$ cat config.mk
export PLATFORM = sky130hd
export DESIGN_NAME = clock_compare_divider
export DESIGN_NICKNAME = d
export VERILOG_FILES = /design/src/rtl/clock_compare_divider.sv
export SDC_FILE = /design/constraint.sdc
export NUM_CORES = 1
export LEC_CHECK = 0
export CAP_MARGIN = 0
export CORE_AREA = 8 8 86 69
export CTS_BUF_LIST = sky130_fd_sc_hd__clkbuf_8
export CTS_CLUSTER_DIAMETER = 60
export DETAILED_ROUTE_END_ITERATION = 8
export DIE_AREA = 0 0 94 77
export PLACE_DENSITY = 0.73
export SYNTH_ARGS = -nofsm -noshare
export SYNTH_HDL_FRONTEND = slang
export SYNTH_SLANG_ARGS = --single-unit
$ cat constraint.sdc
create_clock -name i_clk -period 4.7 [get_ports i_clk]
set_clock_uncertainty 0.2 [all_clocks]
set_input_delay 0.705 -clock i_clk [delete_from_list [all_inputs] [get_ports i_clk]]
set_output_delay 0.705 -clock i_clk [all_outputs]
set_load 0.05 [all_outputs]
$ cat src/rtl/clock_compare_divider.sv
// clock_compare_divider
// Free-running counter compared against a programmable period and duty to
// produce a registered divided clock, a period tick and gt/lt/eq flags.
// New period/duty values wait in shadow registers until the period boundary,
// so the output never shows a truncated or runt pulse.
module clock_compare_divider #(
    parameter int                WIDTH      = 7,
    parameter logic [WIDTH-1:0]  RST_PERIOD = {WIDTH{1'b1}},
    parameter logic [WIDTH-1:0]  RST_DUTY   = {1'b1, {(WIDTH-1){1'b0}}}
) (
    input  logic             i_clk,
    input  logic             i_reset,
    input  logic             i_enable,
    input  logic             i_load,
    input  logic [WIDTH-1:0] i_period_in,
    input  logic [WIDTH-1:0] i_duty_in,
    output logic             o_load_ack,
    output logic             o_pending,
    output logic             o_clk_out,
    output logic             o_tick,
    output logic [WIDTH-1:0] o_count,
    output logic             o_gt,
    output logic             o_lt,
    output logic             o_eq
);

    typedef enum logic {S_IDLE, S_RUN} state_t;

    state_t           r_state, w_state_nxt;
    logic [WIDTH-1:0] r_count, w_count_nxt;
    logic [WIDTH-1:0] r_period, w_period_nxt;
    logic [WIDTH-1:0] r_duty, w_duty_nxt;
    logic [WIDTH-1:0] r_sh_period, w_sh_period_nxt;
    logic [WIDTH-1:0] r_sh_duty, w_sh_duty_nxt;
    logic             r_pending, w_pending_nxt;
    logic             r_load_ack, w_load_ack_nxt;
    logic             r_clk_out, r_tick, r_gt, r_lt, r_eq;
    logic             w_wrap, w_boundary, w_run_nxt;

    // Next-state logic: run/idle decision, counter advance and the
    // shadow-register handshake. A load arriving on a boundary edge bypasses
    // the shadow registers and is applied directly at that edge.
    always_comb begin
        w_state_nxt     = i_enable ? S_RUN : S_IDLE;
        w_wrap          = (r_state == S_RUN) && (r_count == r_period);
        w_boundary      = (r_state == S_IDLE) || w_wrap;
        w_period_nxt    = r_period;
        w_duty_nxt      = r_duty;
        w_sh_period_nxt = r_sh_period;
        w_sh_duty_nxt   = r_sh_duty;
        w_pending_nxt   = r_pending;
        w_load_ack_nxt  = 1'b0;

        if (i_load && w_boundary) begin
            w_period_nxt   = i_period_in;
            w_duty_nxt     = i_duty_in;
            w_pending_nxt  = 1'b0;
            w_load_ack_nxt = 1'b1;
        end else if (i_load) begin
            w_sh_period_nxt = i_period_in;
            w_sh_duty_nxt   = i_duty_in;
            w_pending_nxt   = 1'b1;
        end else if (r_pending && w_boundary) begin
            w_period_nxt   = r_sh_period;
            w_duty_nxt     = r_sh_duty;
            w_pending_nxt  = 1'b0;
            w_load_ack_nxt = 1'b1;
        end

        // Only a running, still-enabled, non-wrapping counter advances;
        // everything else (wrap, idle, leaving RUN) restarts at zero.
        if ((r_state == S_RUN) && i_enable && !w_wrap)
            w_count_nxt = r_count + 1'b1;
        else
            w_count_nxt = '0;

        w_run_nxt = (w_state_nxt == S_RUN);
    end

    // State and output registers; outputs are computed from the next-state
    // count and duty so they line up with the count they describe.
    always_ff @(posedge i_clk) begin
        if (i_reset) begin
            r_state     <= S_IDLE;
            r_count     <= '0;
            r_period    <= RST_PERIOD;
            r_duty      <= RST_DUTY;
            r_sh_period <= RST_PERIOD;
            r_sh_duty   <= RST_DUTY;
            r_pending   <= 1'b0;
            r_load_ack  <= 1'b0;
            r_clk_out   <= 1'b0;
            r_tick      <= 1'b0;
            r_gt        <= 1'b0;
            r_lt        <= 1'b0;
            r_eq        <= 1'b0;
        end else begin
            r_state     <= w_state_nxt;
            r_count     <= w_count_nxt;
            r_period    <= w_period_nxt;
            r_duty      <= w_duty_nxt;
            r_sh_period <= w_sh_period_nxt;
            r_sh_duty   <= w_sh_duty_nxt;
            r_pending   <= w_pending_nxt;
            r_load_ack  <= w_load_ack_nxt;
            r_clk_out   <= w_run_nxt && (w_count_nxt <  w_duty_nxt);
            r_lt        <= w_run_nxt && (w_count_nxt <  w_duty_nxt);
            r_gt        <= w_run_nxt && (w_count_nxt >  w_duty_nxt);
            r_eq        <= w_run_nxt && (w_count_nxt == w_duty_nxt);
            r_tick      <= w_run_nxt && (w_count_nxt == w_period_nxt);
        end
    end

    assign o_load_ack = r_load_ack;
    assign o_pending  = r_pending;
    assign o_clk_out  = r_clk_out;
    assign o_tick     = r_tick;
    assign o_count    = r_count;
    assign o_gt       = r_gt;
    assign o_lt       = r_lt;
    assign o_eq       = r_eq;

endmodule

* Word level (Yosys, flattened, before mapping)
Index checks and enable logic that the tools add are counted.
** Word-level totals
- Input bits :: 18
- Register bits after elaboration :: 42
- Output and inout bits :: 14
- Word-level logic and storage cells :: 47
** Cells by class
- Muxes and demuxes :: 13
- Reduce and logical (&&, ||, !) cells :: 14
- Bitwise gates (word level) :: 2
- Equal/unequal tests :: 3
- Add/sub/neg operators :: 1
- Order comparisons :: 2
** Operators by type and width (count)
- 2-to-1 mux 7 bit :: 7
- equality test 7 bit :: 3
- logical AND 1 bit :: 9
- adder 7 x 1 -> 7 bit, second input constant :: 1
- > comparator 7 bit :: 1
- less-than comparator 7 bit :: 1
- 2-to-1 mux 1 bit :: 6
- NOT 1 bit :: 2
- AND reduction 2 bit :: 1
- nonzero test 2 bit :: 1
- OR reduction 2 bit :: 1
- zero test 1 bit :: 1
- logical OR 1 bit :: 1

* Logic depth before layout (Yosys ltp)
- Depth in word-level cells :: 9
- Gate-level depth with buffers :: 15
- Mapped depth without buffers :: 14

* Least setup slack after synthesis
No wires, ideal clock.
- Path kind :: flip-flop to flip-flop
- Start :: reg r_count[2], in the netlist o_count[2]
- End :: reg r_lt, in the netlist o_lt
- Data required time :: 4.440 ns
- Buffers on the path :: 1
- Data arrival time :: 3.404 ns
- Library setup time :: 0.060 ns
- Path slack :: 1.036 ns
- Period minus slack after synthesis :: 3.664 ns
- Cell stages (with the launch flop) :: 15
- Path through :: dfxtp_1 xor2_1 nor4_4 a21o_1 nand2_1 clkbuf_1 o221ai_1 ha_1 nor2b_1 o21a_1 o21a_1 o21a_1 o21a_1 o21ai_0 and3_1
** On the way
- Word-level cells in the longest chain between the ends :: 9
- Elaborated cells between the ends (all ways) :: 14
- Those cells by class :: add/sub (1); order compare (1); eq/ne (1); mux (4); reduce/logical (7)
** RTL lines
- from (decl) :: RTL line 30 : logic [WIDTH-1:0] r_count, w_count_nxt;
- from (signal assigned) :: RTL line 99 : r_count <= w_count_nxt;
- equality test 7 bit :: RTL line 45 : w_wrap = (r_state == S_RUN) && (r_count == r_period);
- logical AND 1 bit :: RTL line 45
- logical OR 1 bit :: RTL line 46 : w_boundary = (r_state == S_IDLE) || w_wrap;
- logical AND 1 bit :: RTL line 63 : end else if (r_pending && w_boundary) begin
- 2-to-1 mux 7 bit :: RTL line 63
- 2-to-1 mux 7 bit :: RTL line 59 : end else if (i_load) begin
- 2-to-1 mux 7 bit :: RTL line 54 : if (i_load && w_boundary) begin
- less-than comparator 7 bit (*) :: RTL line 107 : r_lt <= w_run_nxt && (w_count_nxt < w_duty_nxt);
- logical AND 1 bit (*) :: RTL line 107
- to (signal assigned) :: RTL line 107
- to (decl) :: RTL line 37 : logic r_clk_out, r_tick, r_gt, r_lt, r_eq;
Mark *: on every way between the ends. The rest lies on a longest branch, timed or not.
A chain may end at the register's enable or synchronous reset.

* Final worst setup path
- Start :: reg r_period[1]
- End :: reg r_lt, in the netlist o_lt
** On the way
- Word-level cells in the longest chain between the ends :: 9
- Elaborated cells between the ends (all ways) :: 13
- Those cells by class :: order compare (1); eq/ne (1); mux (4); reduce/logical (7)
** RTL lines
- from (decl) :: RTL line 31 : logic [WIDTH-1:0] r_period, w_period_nxt;
- from (signal assigned) :: RTL line 100 : r_period <= w_period_nxt;
- equality test 7 bit (*) :: RTL line 45
- logical AND 1 bit (*) :: RTL line 45
- logical OR 1 bit :: RTL line 46
- logical AND 1 bit :: RTL line 63
- 2-to-1 mux 7 bit :: RTL line 63
- 2-to-1 mux 7 bit :: RTL line 59
- 2-to-1 mux 7 bit :: RTL line 54
- less-than comparator 7 bit (*) :: RTL line 107
- logical AND 1 bit (*) :: RTL line 107
Marks and branches as above.

==> results.sh <==
export IMPL_outcome="finished clean"
export IMPL_clock_sinks=42
export IMPL_globalplace_congestion=0.836
export IMPL_slew_headroom_pct=31.2
export IMPL_overflow=0
export IMPL_synth_area_mm2=0.00222
export IMPL_muxShareOfSynthArea_pct=3.16
export IMPL_cts_clk_slew_worst_paths_ps=80
export IMPL_worst_slew_pin_slew_ps=1030
export IMPL_coreArea_mm2=0.00462
export IMPL_async_reset_ff_share_pct=0
export IMPL_routedWlPerCell_um=15.7
export IMPL_cts_root_buf="clkbuf_8"
export IMPL_ys_seq_area_share_pct=37.9
export IMPL_cts_resized=0
export IMPL_synth_top_family_by_area="simple AND/OR/NAND/NOR gates"
export IMPL_synthXorXnorAreaFrac_pct=4.34
export IMPL_clockBufferDepth=2
export IMPL_io_buffers=31
export IMPL_end_kind="register"
export IMPL_die_w_um=94
export IMPL_fin_ws_ps=1070
export IMPL_ys_ff_latch=42
export IMPL_leakage_nw=1.04
export IMPL_synth_compound_area_share_pct=19.3
export IMPL_grt_usage_pct=16.3
export IMPL_grt_pass1_vias=1977
export IMPL_firstDrtPassIters=5
export IMPL_antenna_cells=0
export IMPL_hp_class="reg2reg"
export IMPL_grt_setup_unrepaired="false"
export IMPL_setup_viol_count_final=0
export IMPL_fp_dieH_um=77
export IMPL_critPathArrivalTime_ps=3660
export IMPL_synth_edff_count=0
export IMPL_num_rows=22
export IMPL_synthAdderAreaFrac_pct=4.51
export IMPL_io_pins=32
export IMPL_numCtsBuffers=5
export IMPL_postCtsSetupRepairBufs=0
export IMPL_insertion_delay_ps=290
export IMPL_drtAntennaViolNets=0
export IMPL_fin_crit_ps=3630
export IMPL_cp_start_kind="register"
export IMPL_place_hpwl_um=4050
export IMPL_crit_slowest_cell="dfxtp_1"
export IMPL_hold_viol=0
export IMPL_worstSetupPathType="reg2reg"
export IMPL_die_area_mm2=0.00724
export IMPL_syn_to_final_growth_pct=20.8
export IMPL_drv_slew=0
export IMPL_cts_tree="done"
export IMPL_crit_top_cell="o21a_1"
export IMPL_fmax_mhz=276
export IMPL_synth_cells=272
export IMPL_synth_ff_type="dfxtp_1"
export IMPL_syn_num_nets=298
export IMPL_drive_above_1_share_pct=7.38
export IMPL_tns_ps=0
export IMPL_hold_buffers=0
export IMPL_antenna_found_initial=0
export IMPL_grt_max_degree=39
export IMPL_fin_crit_sh_pct=77.2
export IMPL_cp_data_required_time_ps=4740
export IMPL_critPathMaxFanout=10
export IMPL_place_ws_ps=1070
export IMPL_p_per_area_mw_per_mm2=296
export IMPL_ir_drop_uv=195
export IMPL_routed_via_count=2019
export IMPL_cp_slowest_stage_delay_ps=420
export IMPL_drt_wl_total_um=5620
export IMPL_drt_iter0_drc=204
export IMPL_grt_pass1_wl_um=9580
export IMPL_htree_levels=2
export IMPL_cap_viol_max_count=0
export IMPL_cp_num_buf_inv=1
export IMPL_cp_top_family="compound AO/OA/AOI/OAI gates"
export IMPL_final_nets=324
export IMPL_yosysWarnings=0
export IMPL_yosys_area_share_simple_pct=27.0
export IMPL_path_cells="xor2_1 > nor4_4 > a21oi_2 > buf_4 > nor3b_1 > o21ai_0 > o221ai_1 > ha_1 > nor2b_1 > o21a_1 > o21a_1 > o21a_1 > o21a_1 > o21ai_0 > and3_1"
export IMPL_route_detailed_drc=0
export IMPL_vias_per_cell=5.64
export IMPL_fin_hold_ws_ps=262
export IMPL_synth_avg_cell_area_um2=8.16
export IMPL_initial_core_util_pct=48.0
export IMPL_synthDistinctLibCells=43
[routing by layer]
layer	vias to the layer above	wire, um	GRT usage (%)
li1	1010	-	-
met1	940	2790	22.6
met2	62	2430	23.7
met3	7	331	3.99
met4	0	67	5.37
met5	-	0	0
[state kept, by name, summed over array words and instances, names as in the netlist]
name / flops
o_count: 7
r_duty: 7
r_period: 7
r_sh_duty: 7
r_sh_period: 7
o_eq: 1
o_gt: 1
o_load_ack: 1
o_lt: 1
o_pending: 1
o_tick: 1
r_state: 1
[layout make-up]
type	instances	area (um2)
Clock buffer	6	82.6
Clock inverter	1	30.0
Fill cell	455	1940
Inverter	5	18.8
Multi-Input combinational cell	209	1290
Sequential cell	42	841
Tap cell	60	75.1
Timing Repair Buffer	35	340
[cells by family (layout without fill, tap and decap cells)]
logic type	after synthesis	after routing
buffers and inverters	21	47
muxes	7	7
adders and majority gates	8	8
AOI/OAI and AO/OA	65	65
and+or+nand+nor	118	118
DFF	42	42
xor gates and xnor gates	11	11
[cells in the final DEF (no fill, tap or decap), drive strengths merged, types with 2 or more instances in the layout]
master	count
a211oi	2
o22ai	5
dfxtp	42
o21a	4
nand3b	4
nand2	28
nand3	5
nor3b	9
ha	8
o21bai	7
nand4	2
clkdlybuf4s50	31
inv	5
nor3	8
a21oi	16
nor4	2
o21ai	14
mux2i	7
or3	2
xnor2	2
and3	2
nor2	41
clkbuf	6
nor2b	4
xor2	9
o221ai	8
or2	6
buf	4
nand2b	4
[worst reg2reg max path, stage by stage, from the launching register on]
cell      delay (ps)
dfxtp_1          420
xor2_1           300
nor4_4            90
a21oi_2          410
buf_4            260
nor3b_1           60
o21ai_0          150
o221ai_1         170
ha_1             340
nor2b_1          140
o21a_1           160
o21a_1           170
o21a_1           160
o21a_1           160
o21ai_0          190
and3_1           190
[synthesized netlist by cell type, types with 2 or more instances]
cell type | number | area, um2
o21a_1 | 4 | 30.0
or2_2 | 6 | 37.5
nor3b_1 | 9 | 67.6
nand3b_1 | 4 | 30.0
nor2_1 | 41 | 154
mux2i_1 | 7 | 70.1
nand2b_1 | 4 | 25.0
nor2b_1 | 4 | 25.0
o21bai_1 | 7 | 52.6
xor2_1 | 9 | 78.8
or3_1 | 2 | 12.5
nand2_1 | 28 | 105
a21oi_1 | 15 | 75.1
ha_1 | 8 | 100
buf_2 | 2 | 10.0
o21ai_0 | 14 | 70.1
o221ai_1 | 8 | 70.1
a211oi_1 | 2 | 15.0
nor3_1 | 7 | 35.0
dfxtp_1 | 42 | 841
xnor2_1 | 2 | 17.5
nand3_1 | 5 | 25.0
inv_1 | 5 | 18.8
nand4_1 | 2 | 12.5
o22ai_1 | 5 | 31.3
clkbuf_1 | 13 | 48.8
[through the flow]
stage / instance area (um2) / utilization, % / cells / power, W
3_5_place_dp: 2570 / 55.5 / 351 / 0.000510
2_1_floorplan: 2220 / - / 272 / 0.000468
5_1_grt: 2680 / 58.0 / 358 / 0.000830
4_1_cts: 2680 / 58.0 / 358 / 0.000796
6_report: 2680 / 58.0 / 358 / 0.000793
3_3_place_gp: 2570 / 55.5 / 351 / 0.000508
[report_power, final]
part	internal [W]	switching, W
sequential	0.000371	0.0000140
clock	0.000170	0.000119
combinational	0.0000528	0.0000653
total	0.000594	0.000199
[path summary, 6_finish.rpt]
| check | depth (start not counted) | slack (ps) | startpoint | to |
|---|---|---|---|---|
| worst max-delay path | 15 | 1070 | r_period[1] | o_lt |
| worst min-delay path | 2 | 260 | r_sh_duty[4] | r_sh_duty[4] |
| worst max register to register | 15 | 1070 | r_period[1] | o_lt |
| worst min register to register | 2 | 260 | r_sh_duty[4] | r_sh_duty[4] |
Power figures use the tool's default switching activity.
